--- src/rtl/cgra_pwr_seq_if.sv ---
// Control/status bundle between the always-on register block (master) and the
// CGRA power-domain sequencer (slave).
interface cgra_pwr_seq_if;
  logic       off_req_i;
  logic       on_req_i;
  logic       cgra_busy_i;
  logic       pwr_sw_ack_i;
  logic       pwr_sw_on_o;
  logic       clk_en_o;
  logic       iso_o;
  logic       cgra_rst_no;
  logic [3:0] state_o;
  logic       done_o;
  logic       err_o;

  modport master (
    output off_req_i, on_req_i, cgra_busy_i, pwr_sw_ack_i,
    input  pwr_sw_on_o, clk_en_o, iso_o, cgra_rst_no, state_o, done_o, err_o
  );

  modport slave (
    input  off_req_i, on_req_i, cgra_busy_i, pwr_sw_ack_i,
    output pwr_sw_on_o, clk_en_o, iso_o, cgra_rst_no, state_o, done_o, err_o
  );
endinterface

--- src/rtl/cgra_pwr_seq.sv ---
// Power-domain sequencer for the CGRA: orders clock gate, isolation, reset and
// power switch on power-off/power-on commands, with drain wait and ack timeout.
module cgra_pwr_seq #(
  parameter int unsigned SETTLE_CYCLES = 4,
  parameter int unsigned RST_CYCLES    = 8,
  parameter int unsigned ACK_TIMEOUT   = 1023
) (
  input logic            clk_i,
  input logic            rst_ni,
  cgra_pwr_seq_if.slave  bus
);

  typedef enum logic [3:0] {
    ST_ON       = 4'd0,
    ST_DRAIN    = 4'd1,
    ST_CLK_OFF  = 4'd2,
    ST_ISO      = 4'd3,
    ST_SW_OFF   = 4'd4,
    ST_OFF      = 4'd5,
    ST_SW_ON    = 4'd6,
    ST_RST_HOLD = 4'd7,
    ST_ISO_REL  = 4'd8
  } state_e;

  localparam logic [7:0]  SETTLE_LAST = 8'(SETTLE_CYCLES - 1);
  localparam logic [7:0]  RST_LAST    = 8'(RST_CYCLES - 1);
  localparam logic [15:0] TMO_LAST    = 16'(ACK_TIMEOUT - 1);

  state_e      state_q, state_d;
  logic [7:0]  wait_cnt_q, wait_cnt_d;
  logic [15:0] tmo_cnt_q, tmo_cnt_d;
  logic        sw_on_q, sw_on_d;
  logic        clk_en_q, clk_en_d;
  logic        iso_q, iso_d;
  logic        rst_n_q, rst_n_d;
  logic        done_q, done_d;
  logic        err_q, err_d;

  function automatic logic [7:0] sat_inc8(input logic [7:0] v);
    return (v == 8'hFF) ? v : v + 8'd1;
  endfunction

  function automatic logic [15:0] sat_inc16(input logic [15:0] v);
    return (v == 16'hFFFF) ? v : v + 16'd1;
  endfunction

  always_comb begin
    state_d = state_q;
    err_d   = err_q;
    done_d  = 1'b0;

    case (state_q)
      ST_ON: begin
        if (bus.off_req_i && !bus.on_req_i) begin
          state_d = ST_DRAIN;
          err_d   = 1'b0;
        end
      end
      ST_DRAIN: begin
        // A cancel wins even if the CGRA has just gone idle.
        if (bus.on_req_i)         state_d = ST_ON;
        else if (!bus.cgra_busy_i) state_d = ST_CLK_OFF;
      end
      ST_CLK_OFF: begin
        if (wait_cnt_q == SETTLE_LAST) state_d = ST_ISO;
      end
      ST_ISO: begin
        if (wait_cnt_q == SETTLE_LAST) state_d = ST_SW_OFF;
      end
      ST_SW_OFF: begin
        if (!bus.pwr_sw_ack_i) begin
          state_d = ST_OFF;
          done_d  = 1'b1;
        end else if (tmo_cnt_q == TMO_LAST) begin
          state_d = ST_OFF;
          done_d  = 1'b1;
          err_d   = 1'b1;
        end
      end
      ST_OFF: begin
        if (bus.on_req_i && !bus.off_req_i) begin
          state_d = ST_SW_ON;
          err_d   = 1'b0;
        end
      end
      ST_SW_ON: begin
        // On timeout the domain falls back to OFF with the switch reopened.
        if (bus.pwr_sw_ack_i) begin
          state_d = ST_RST_HOLD;
        end else if (tmo_cnt_q == TMO_LAST) begin
          state_d = ST_OFF;
          done_d  = 1'b1;
          err_d   = 1'b1;
        end
      end
      ST_RST_HOLD: begin
        if (wait_cnt_q == RST_LAST) state_d = ST_ISO_REL;
      end
      ST_ISO_REL: begin
        state_d = ST_ON;
        done_d  = 1'b1;
      end
      default: state_d = ST_ON;
    endcase

    if (state_d != state_q) begin
      wait_cnt_d = 8'd0;
      tmo_cnt_d  = 16'd0;
    end else begin
      wait_cnt_d = sat_inc8(wait_cnt_q);
      tmo_cnt_d  = sat_inc16(tmo_cnt_q);
    end

    // Outputs follow the state being entered so they register on the same edge.
    case (state_d)
      ST_ON, ST_DRAIN: {sw_on_d, clk_en_d, iso_d, rst_n_d} = 4'b1101;
      ST_CLK_OFF:      {sw_on_d, clk_en_d, iso_d, rst_n_d} = 4'b1001;
      ST_ISO:          {sw_on_d, clk_en_d, iso_d, rst_n_d} = 4'b1010;
      ST_SW_OFF:       {sw_on_d, clk_en_d, iso_d, rst_n_d} = 4'b0010;
      ST_OFF:          {sw_on_d, clk_en_d, iso_d, rst_n_d} = 4'b0010;
      ST_SW_ON:        {sw_on_d, clk_en_d, iso_d, rst_n_d} = 4'b1010;
      ST_RST_HOLD:     {sw_on_d, clk_en_d, iso_d, rst_n_d} = 4'b1110;
      ST_ISO_REL:      {sw_on_d, clk_en_d, iso_d, rst_n_d} = 4'b1100;
      default:         {sw_on_d, clk_en_d, iso_d, rst_n_d} = 4'b1101;
    endcase
  end

  always_ff @(posedge clk_i) begin
    if (!rst_ni) begin
      state_q    <= ST_ON;
      wait_cnt_q <= 8'd0;
      tmo_cnt_q  <= 16'd0;
      sw_on_q    <= 1'b1;
      clk_en_q   <= 1'b1;
      iso_q      <= 1'b0;
      rst_n_q    <= 1'b0;
      done_q     <= 1'b0;
      err_q      <= 1'b0;
    end else begin
      state_q    <= state_d;
      wait_cnt_q <= wait_cnt_d;
      tmo_cnt_q  <= tmo_cnt_d;
      sw_on_q    <= sw_on_d;
      clk_en_q   <= clk_en_d;
      iso_q      <= iso_d;
      rst_n_q    <= rst_n_d;
      done_q     <= done_d;
      err_q      <= err_d;
    end
  end

  assign bus.pwr_sw_on_o = sw_on_q;
  assign bus.clk_en_o    = clk_en_q;
  assign bus.iso_o       = iso_q;
  assign bus.cgra_rst_no = rst_n_q;
  assign bus.state_o     = state_q;
  assign bus.done_o      = done_q;
  assign bus.err_o       = err_q;

endmodule

--- src/flat_wrapper.sv ---
// flat-port wrapper written by rule: the top's interface ports become plain ports
module cgra_pwr_seq_flat 
#(
  parameter int unsigned SETTLE_CYCLES = 4,
  parameter int unsigned RST_CYCLES    = 8,
  parameter int unsigned ACK_TIMEOUT   = 1023
)
  (clk_i, rst_ni, bus_off_req_i, bus_on_req_i, bus_cgra_busy_i, bus_pwr_sw_ack_i, bus_pwr_sw_on_o, bus_clk_en_o, bus_iso_o, bus_cgra_rst_no, bus_state_o, bus_done_o, bus_err_o);
  cgra_pwr_seq_if bus_i ();
  input logic clk_i;
  input logic rst_ni;
  input wire logic [$bits(bus_i.off_req_i)-1:0] bus_off_req_i;
  input wire logic [$bits(bus_i.on_req_i)-1:0] bus_on_req_i;
  input wire logic [$bits(bus_i.cgra_busy_i)-1:0] bus_cgra_busy_i;
  input wire logic [$bits(bus_i.pwr_sw_ack_i)-1:0] bus_pwr_sw_ack_i;
  output wire logic [$bits(bus_i.pwr_sw_on_o)-1:0] bus_pwr_sw_on_o;
  output wire logic [$bits(bus_i.clk_en_o)-1:0] bus_clk_en_o;
  output wire logic [$bits(bus_i.iso_o)-1:0] bus_iso_o;
  output wire logic [$bits(bus_i.cgra_rst_no)-1:0] bus_cgra_rst_no;
  output wire logic [$bits(bus_i.state_o)-1:0] bus_state_o;
  output wire logic [$bits(bus_i.done_o)-1:0] bus_done_o;
  output wire logic [$bits(bus_i.err_o)-1:0] bus_err_o;
  assign bus_i.off_req_i = bus_off_req_i;
  assign bus_i.on_req_i = bus_on_req_i;
  assign bus_i.cgra_busy_i = bus_cgra_busy_i;
  assign bus_i.pwr_sw_ack_i = bus_pwr_sw_ack_i;
  assign bus_pwr_sw_on_o = bus_i.pwr_sw_on_o;
  assign bus_clk_en_o = bus_i.clk_en_o;
  assign bus_iso_o = bus_i.iso_o;
  assign bus_cgra_rst_no = bus_i.cgra_rst_no;
  assign bus_state_o = bus_i.state_o;
  assign bus_done_o = bus_i.done_o;
  assign bus_err_o = bus_i.err_o;
  cgra_pwr_seq #(.SETTLE_CYCLES(SETTLE_CYCLES), .RST_CYCLES(RST_CYCLES), .ACK_TIMEOUT(ACK_TIMEOUT)) u_core (.clk_i(clk_i), .rst_ni(rst_ni), .bus(bus_i));
endmodule
--- config.mk ---
export PLATFORM = sky130hd
export DESIGN_NAME = cgra_pwr_seq_flat
export DESIGN_NICKNAME = d
export VERILOG_FILES = /design/src/rtl/cgra_pwr_seq_if.sv /design/src/rtl/cgra_pwr_seq.sv /design/src/flat_wrapper.sv
export SDC_FILE = /design/constraint.sdc
export NUM_CORES = 1
export LEC_CHECK = 0
export ABC_AREA = 1
export BUFFER_PORTS_ARGS = -buffer_cell sky130_fd_sc_hd__buf_2
export CAP_MARGIN = 10
export CORE_UTILIZATION = 55
export DETAILED_ROUTE_END_ITERATION = 10
export HOLD_SLACK_MARGIN = 0.03
export PLACE_DENSITY = 0.74
export SETUP_SLACK_MARGIN = 0.3
export SYNTH_ARGS = -nofsm -noshare
export SYNTH_HDL_FRONTEND = slang
export SYNTH_SLANG_ARGS = --single-unit
--- constraint.sdc ---
create_clock -name clk_i -period 3.15 [get_ports clk_i]
set_input_delay 0.315 -clock clk_i [delete_from_list [all_inputs] [get_ports clk_i]]
set_output_delay 0.315 -clock clk_i [all_outputs]
set_load 0.1 [all_outputs]
==> flow_metrics.env, run 1 <==
export IMPL_status="finished clean"
export IMPL_fin_nets=296
export IMPL_postRouteAntennaNets=0
export IMPL_cts_tree="built"
export IMPL_grt_pass1_wl_mm=6.06
export IMPL_overflow=0
export IMPL_io_pins=16
export IMPL_ys_types=26
export IMPL_slew_limit_headroom_pct=62.9
export IMPL_hold_viol=0
export IMPL_crit_path_start_kind="flip-flop"
export IMPL_post_cts_buffers=0
export IMPL_syn_area_um2=1830
export IMPL_die_h_um=59.8
export IMPL_yosysWarnings=0
export IMPL_post_route_period_util_pct=60.4
export IMPL_synth_seq_cells=34
export IMPL_finalSetupViolations=0
export IMPL_port_buffers=15
export IMPL_syn_nets=276
export IMPL_antenna_found_initial=0
export IMPL_tns_ps=0
export IMPL_syn_to_final_growth_pct=10.3
export IMPL_irDropWorstVdd_mv=0.275
export IMPL_dp_hpwl_mm=2.66
export IMPL_antenna_cells=0
export IMPL_gp_congestion=0.908
export IMPL_grt_use_total_pct=22.8
export IMPL_numCtsBuffers=5
export IMPL_cts_resized=0
export IMPL_viasPerCell=4.93
export IMPL_rsz0062_at_grt="no"
export IMPL_period_minus_slack_ps=1900
export IMPL_core_um2=3100
export IMPL_crit_path_top_delay_cell="dfxtp_1"
export IMPL_endpoint_kind="flip-flop"
export IMPL_clk_path_buf_depth=2
export IMPL_drv_slew=0
export IMPL_path_clk_slew_ps=100
export IMPL_worstSkewPairLatency_ps=350
export IMPL_worstPathRequired_ps=3420
export IMPL_die_w_um=59.8
export IMPL_wire_per_inst_um=10.6
export IMPL_initial_core_util_pct=59.1
export IMPL_hp_class="in2reg"
export IMPL_final_common_cell="nor2_1"
export IMPL_hold_buffers=0
export IMPL_synth_seq_area_share_pct=37.1
export IMPL_layout_drive_gt1_share_pct=14.2
export IMPL_drt_first_iter_violations=85
export IMPL_cts_sinks=34
export IMPL_rows=20
export IMPL_hold_ws_ps=227
export IMPL_cp_common_cell="nor2_1"
export IMPL_routed_wirelength_mm=3.53
export IMPL_cts_root_buffer="clkbuf_4"
export IMPL_final_cell_mix="nor2_1 (62), nand2_1 (43), inv_1 (38)"
export IMPL_p_leak_nw=0.926
export IMPL_max_stage_delay_ps=380
export IMPL_cp_max_fo=24
export IMPL_finClkSkew_ps=13.3
export IMPL_worstMarginPinSlew_ps=553
export IMPL_max_freq_ghz=0.525
export IMPL_die_area_um2=3570
export IMPL_syn_inst=267
export IMPL_powerDensity_nw_per_um2=416
export IMPL_crit_arrival_ps=2180
export IMPL_grt_max_degree=25
export IMPL_via_count=1637
export IMPL_finalPower_mw=0.842
export IMPL_cap_violations=0
export IMPL_route_detailed_drc=0
export IMPL_fillCellCount=309
export IMPL_ctsHtreeMaxLevel=2
export IMPL_avgSynthCellArea_um2=6.87
export IMPL_grt_pass1_vias=1422
export IMPL_critical_path_class="reg2reg"
export IMPL_first_pass_iters=4
export IMPL_path_cells="ha_1 -> nand2_1 -> nor2_1 -> nor2_1 -> nor2_1 -> nand3_2 -> nand2_2 -> nand3_4 -> nor2_1"
metal layers:
metal | global-route usage (%) | share of wire (%) | vias to the layer above
met2 | 33.3 | 43 | 40
met5 | 0 | 0 | -
met4 | 11.3 | 1.7 | 0
met1 | 30.8 | 50 | 724
met3 | 6.06 | 5.2 | 6
li1 | - | - | 867
cell usage after synthesis:
master | number | area share, %
nor2_1 | 62 | 13
nand2_1 | 43 | 8.8
inv_1 | 38 | 7.8
dfxtp_1 | 34 | 37
nand3_1 | 18 | 4.9
xor2_1 | 15 | 7.2
nor2_2 | 11 | 3.8
a21oi_1 | 8 | 2.2
nand4_1 | 7 | 2.4
nor3_1 | 6 | 1.6
xnor2_1 | 4 | 1.9
ha_1 | 3 | 2.0
nand2_2 | 3 | 1.0
buf_6 | 2 | 1.2
o21ai_0 | 2 | 0.55
a211oi_1 | 1 | 0.41
a31oi_1 | 1 | 0.34
buf_2 | 1 | 0.27
inv_2 | 1 | 0.20
nand3_2 | 1 | 0.55
nand3_4 | 1 | 0.96
nor4_2 | 1 | 0.68
o211ai_1 | 1 | 0.41
o21ai_1 | 1 | 0.27
o31ai_1 | 1 | 0.41
or3_1 | 1 | 0.34
sequential cells by signal, indices dropped and copies added, names as in the netlist:
register / flops
u_core.bus.cgra_rst_no: 1
u_core.bus.clk_en_o: 1
u_core.bus.done_o: 1
u_core.bus.err_o: 1
u_core.bus.iso_o: 1
u_core.bus.pwr_sw_on_o: 1
u_core.bus.state_o: 4
u_core.tmo_cnt_q: 16
u_core.wait_cnt_q: 8
power breakdown:
| group | total (mW) | switching [mW] | internal (mW) |
|---|---|---|---|
| sequential | 0.447 | 0.00854 | 0.439 |
| clock | 0.316 | 0.149 | 0.167 |
| combinational | 0.0781 | 0.0558 | 0.0223 |
area by class of cell:
type / instances / area [um^2] / area share, %
multi-input combinational: 191 / 980 / 48.4
sequential: 34 / 681 / 33.6
inverter: 39 / 146 / 7.24
timing repair buffer: 16 / 82.6 / 4.08
tap: 44 / 55.1 / 2.72
clock buffer: 6 / 41.3 / 2.04
clock inverter: 2 / 37.5 / 1.86
kinds of logic after synthesis:
family,share of synthesized area [%]
compound gates,4.57
fa+ha+maj,2.05
buf+inv,9.48
xor+xnor,9.07
flops,37.1
simple gates,37.7
path summary, 6_finish.rpt:
check / start / endpoint / slack, ps / depth (start not counted)
worst max register to register: u_core.wait_cnt_q[0]$_SDFFE_PP0P_ / u_core.tmo_cnt_q[12]$_SDFFE_PP0P_ / 1250 / 9
worst max-delay path: u_core.wait_cnt_q[0]$_SDFFE_PP0P_ / u_core.tmo_cnt_q[12]$_SDFFE_PP0P_ / 1250 / 9
worst min-delay path: rst_ni / u_core.bus.err_o$_SDFFE_PN0P_ / 230 / 3
worst min register to register: u_core.bus.err_o$_SDFFE_PN0P_ / u_core.bus.err_o$_SDFFE_PN0P_ / 450 / 2
critical path: cells and delay by family (launching register included):
family        cells  cell delay, ps
fa+ha+maj         1             270
flops             1             380
simple gates      8            1190
through the flow:
step / setup WS [ps] / cells / instance area, um^2 / util, %
global route: 1020 / 332 / 2020 / 65.2
finish: 1250 / 332 / 2020 / 65.2
global placement: 1330 / 324 / 1940 / 62.7
floorplan: 863 / 267 / 1830 / -
CTS: 1210 / 332 / 2020 / 65.2
detailed placement: 1250 / 324 / 1940 / 62.7
No activity file was read; power rests on OpenSTA's default activity.
==> inputs of run 2 (changes only) <==
Clock period 3.15 ns to 1.9 ns, I/O delays scaled along.
==> run 2 against run 1 <==
  * Clock power rose by 35%
  * First-iteration DRC count fell by 2.4%
  * Total power rose by 62%
  * Critical path depth rose by 1
  * Utilization rose by 13 points
  * Design area rose by 20%
  * Via count rose by 7.1%
  * Critical path type unchanged
==> flow_metrics.env, run 2 (synthesis results as in run 1) <==
export IMPL_p_leak_nw=1.09
export IMPL_cts_tree="built"
export IMPL_irDropWorstVdd_mv=0.420
export IMPL_grt_pass1_wl_mm=6.42
export IMPL_clk_path_buf_depth=2
export IMPL_hold_viol=0
export IMPL_pre_cts_ws_ps=89.4
export IMPL_die_area_um2=3570
export IMPL_crit_arrival_ps=1990
export IMPL_cts_sinks=34
export IMPL_drt_first_iter_violations=83
export IMPL_fin_nets=313
export IMPL_reg2reg_slack_ps=210
export IMPL_rsz0062_at_grt="yes"
export IMPL_layout_drive_gt1_share_pct=34.1
export IMPL_final_cell_mix="nor2_1 (46), nand2_1 (36), inv_1 (35)"
export IMPL_r2r_start="u_core.bus.state_o[3]$_SDFF_PN0_"
export IMPL_postRouteAntennaNets=0
export IMPL_ctsHtreeMaxLevel=2
export IMPL_holdPathEnd="u_core.bus.err_o$_SDFFE_PN0P_"
export IMPL_largest_register="u_core.tmo_cnt_q"
export IMPL_die_w_um=59.8
export IMPL_clkPwrFrac_pct=31.2
export IMPL_min_path_cells=3
export IMPL_port_buffers=15
export IMPL_syn_to_final_growth_pct=32.4
export IMPL_finalSetupViolations=0
export IMPL_period_minus_slack_ps=1690
export IMPL_antenna_cells=0
export IMPL_dp_hpwl_mm=2.55
export IMPL_startpoint="u_core.bus.state_o[3]$_SDFF_PN0_"
export IMPL_drv_slew=0
export IMPL_route_detailed_drc=0
export IMPL_path_clk_slew_ps=110
export IMPL_cts_root_buffer="clkbuf_4"
export IMPL_routed_wirelength_mm=4.30
export IMPL_powerDensity_nw_per_um2=563
export IMPL_antenna_found_initial=0
export IMPL_initial_core_util_pct=59.1
export IMPL_min_from="rst_ni"
export IMPL_gp_congestion=0.855
export IMPL_wire_per_inst_um=12.3
export IMPL_r2r_end="u_core.tmo_cnt_q[14]$_SDFFE_PP0P_"
export IMPL_cap_violations=0
export IMPL_status="finished clean"
export IMPL_swShare_pct=28.8
export IMPL_final_common_cell="nor2_1"
export IMPL_netSwitchingPower_mw=0.394
export IMPL_pwr_share_comb_pct=14.2
export IMPL_tns_ps=0
export IMPL_fin_ws_ps=208
export IMPL_grt_pass1_vias=1458
export IMPL_overflow=0
export IMPL_grt_use_total_pct=24.5
export IMPL_seqPwrFrac_pct=54.6
export IMPL_core_um2=3100
export IMPL_viasPerCell=5.03
export IMPL_numCtsBuffers=5
export IMPL_rows=20
export IMPL_crit_path_start_kind="flip-flop"
export IMPL_die_h_um=59.8
export IMPL_r2r_cells=10
export IMPL_hp_class="in2reg"
export IMPL_critical_path_class="reg2reg"
export IMPL_slew_limit_headroom_pct=67.7
export IMPL_first_pass_iters=4
export IMPL_worstMarginPinSlew_ps=487
export IMPL_largest_reg_flops=16
export IMPL_endpoint_kind="flip-flop"
export IMPL_post_route_period_util_pct=89.0
export IMPL_max_freq_ghz=0.591
export IMPL_worstPathRequired_ps=2200
export IMPL_io_pins=16
export IMPL_via_count=1754
export IMPL_grt_max_degree=11
export IMPL_cp_max_fo=6
export IMPL_worstSkewPairLatency_ps=350
export IMPL_finClkSkew_ps=13.2
export IMPL_p_int_mw=0.974
[run 2: cell types whose count changed in the layout (fill, tap and decap cells not counted), moves of 4 or more]
cell	before	now
nor2_4	0	10
nand2_4	0	4
nand2_1	43	36
nor2_1	62	46
dfxtp_1	34	24
dfxtp_4	0	7
buf_4	1	13
nor2_2	11	17
nand3_4	1	5
nand3_1	18	14
[run 2: worst max-delay path by stage]
stage | endpoint | slack, ps
detailed placement | u_core.wait_cnt_q[4]$_SDFFE_PP0P_ | 90
floorplan | u_core.tmo_cnt_q[11]$_SDFFE_PP0P_ | 290
finish | u_core.tmo_cnt_q[14]$_SDFFE_PP0P_ | 210
global placement | u_core.tmo_cnt_q[11]$_SDFFE_PP0P_ | 90
global route | u_core.tmo_cnt_q[14]$_SDFFE_PP0P_ | 120
CTS | u_core.tmo_cnt_q[11]$_SDFFE_PP0P_ | 300
[run 2: final cells by class]
cell class | instances | area, um^2
clock buffer | 7 | 55.1
clock inverter | 1 | 5.00
fill | 224 | 674
inverter | 39 | 149
multi-input combinational | 194 | 1250
sequential | 34 | 711
tap | 44 | 55.1
timing repair buffer | 30 | 204
[run 2: power by group through the flow]
| stage | sequential, mW | clock [mW] | combinational [mW] |
|---|---|---|---|
| 3_3_place_gp | 0.757 | 0 | 0.135 |
| 2_1_floorplan | 0.784 | 0 | 0.0885 |
| 4_1_cts | 0.745 | 0.430 | 0.171 |
| 3_5_place_dp | 0.758 | 0 | 0.135 |
| 5_1_grt | 0.750 | 0.471 | 0.211 |
| 6_report | 0.747 | 0.427 | 0.195 |
[run 2: per-stage QoR]
| step | power, mW | hold slack (ps) | instance area [um^2] | std cells | utilization (%) |
|---|---|---|---|---|---|
| final | 1.37 | 94.2 | 2430 | 349 | 78.3 |
| after global routing | 1.43 | 102 | 2430 | 349 | 78.3 |
| after CTS | 1.35 | 99.6 | 2270 | 342 | 73.1 |
| after detailed placement | 0.893 | 439 | 2040 | 327 | 65.6 |
| after global placement | 0.892 | 435 | 2040 | 327 | 65.6 |
| after floorplan | 0.872 | 319 | 1900 | 267 | - |
[run 2: routing by layer]
layer	vias up	share of wire, %	GRT usage, %
li1	917	-	-
met1	795	48	33.6
met2	35	47	36.5
met3	7	3.8	7.14
met4	0	1.3	8.64
met5	-	0	0
[run 2: critical path: stages (launching register included)]
cell	delay [ps]
dfxtp_4	390
nor2_4	150
inv_2	70
nor2_4	110
inv_1	60
nor2_2	170
nor2_2	70
nand4_1	130
buf_6	170
nand3_4	160
nor2_2	140
[run 2: timing repair]
action / CTS / global route
cloned: 3 / 0
gates resized for setup: 24 / 30
hold buffers: 0 / 0
setup endpoints to repair: 24 / 30
buffers inserted: 4 / 7
hold endpoints to repair: 0 / 0
pin swaps: 10 / 18
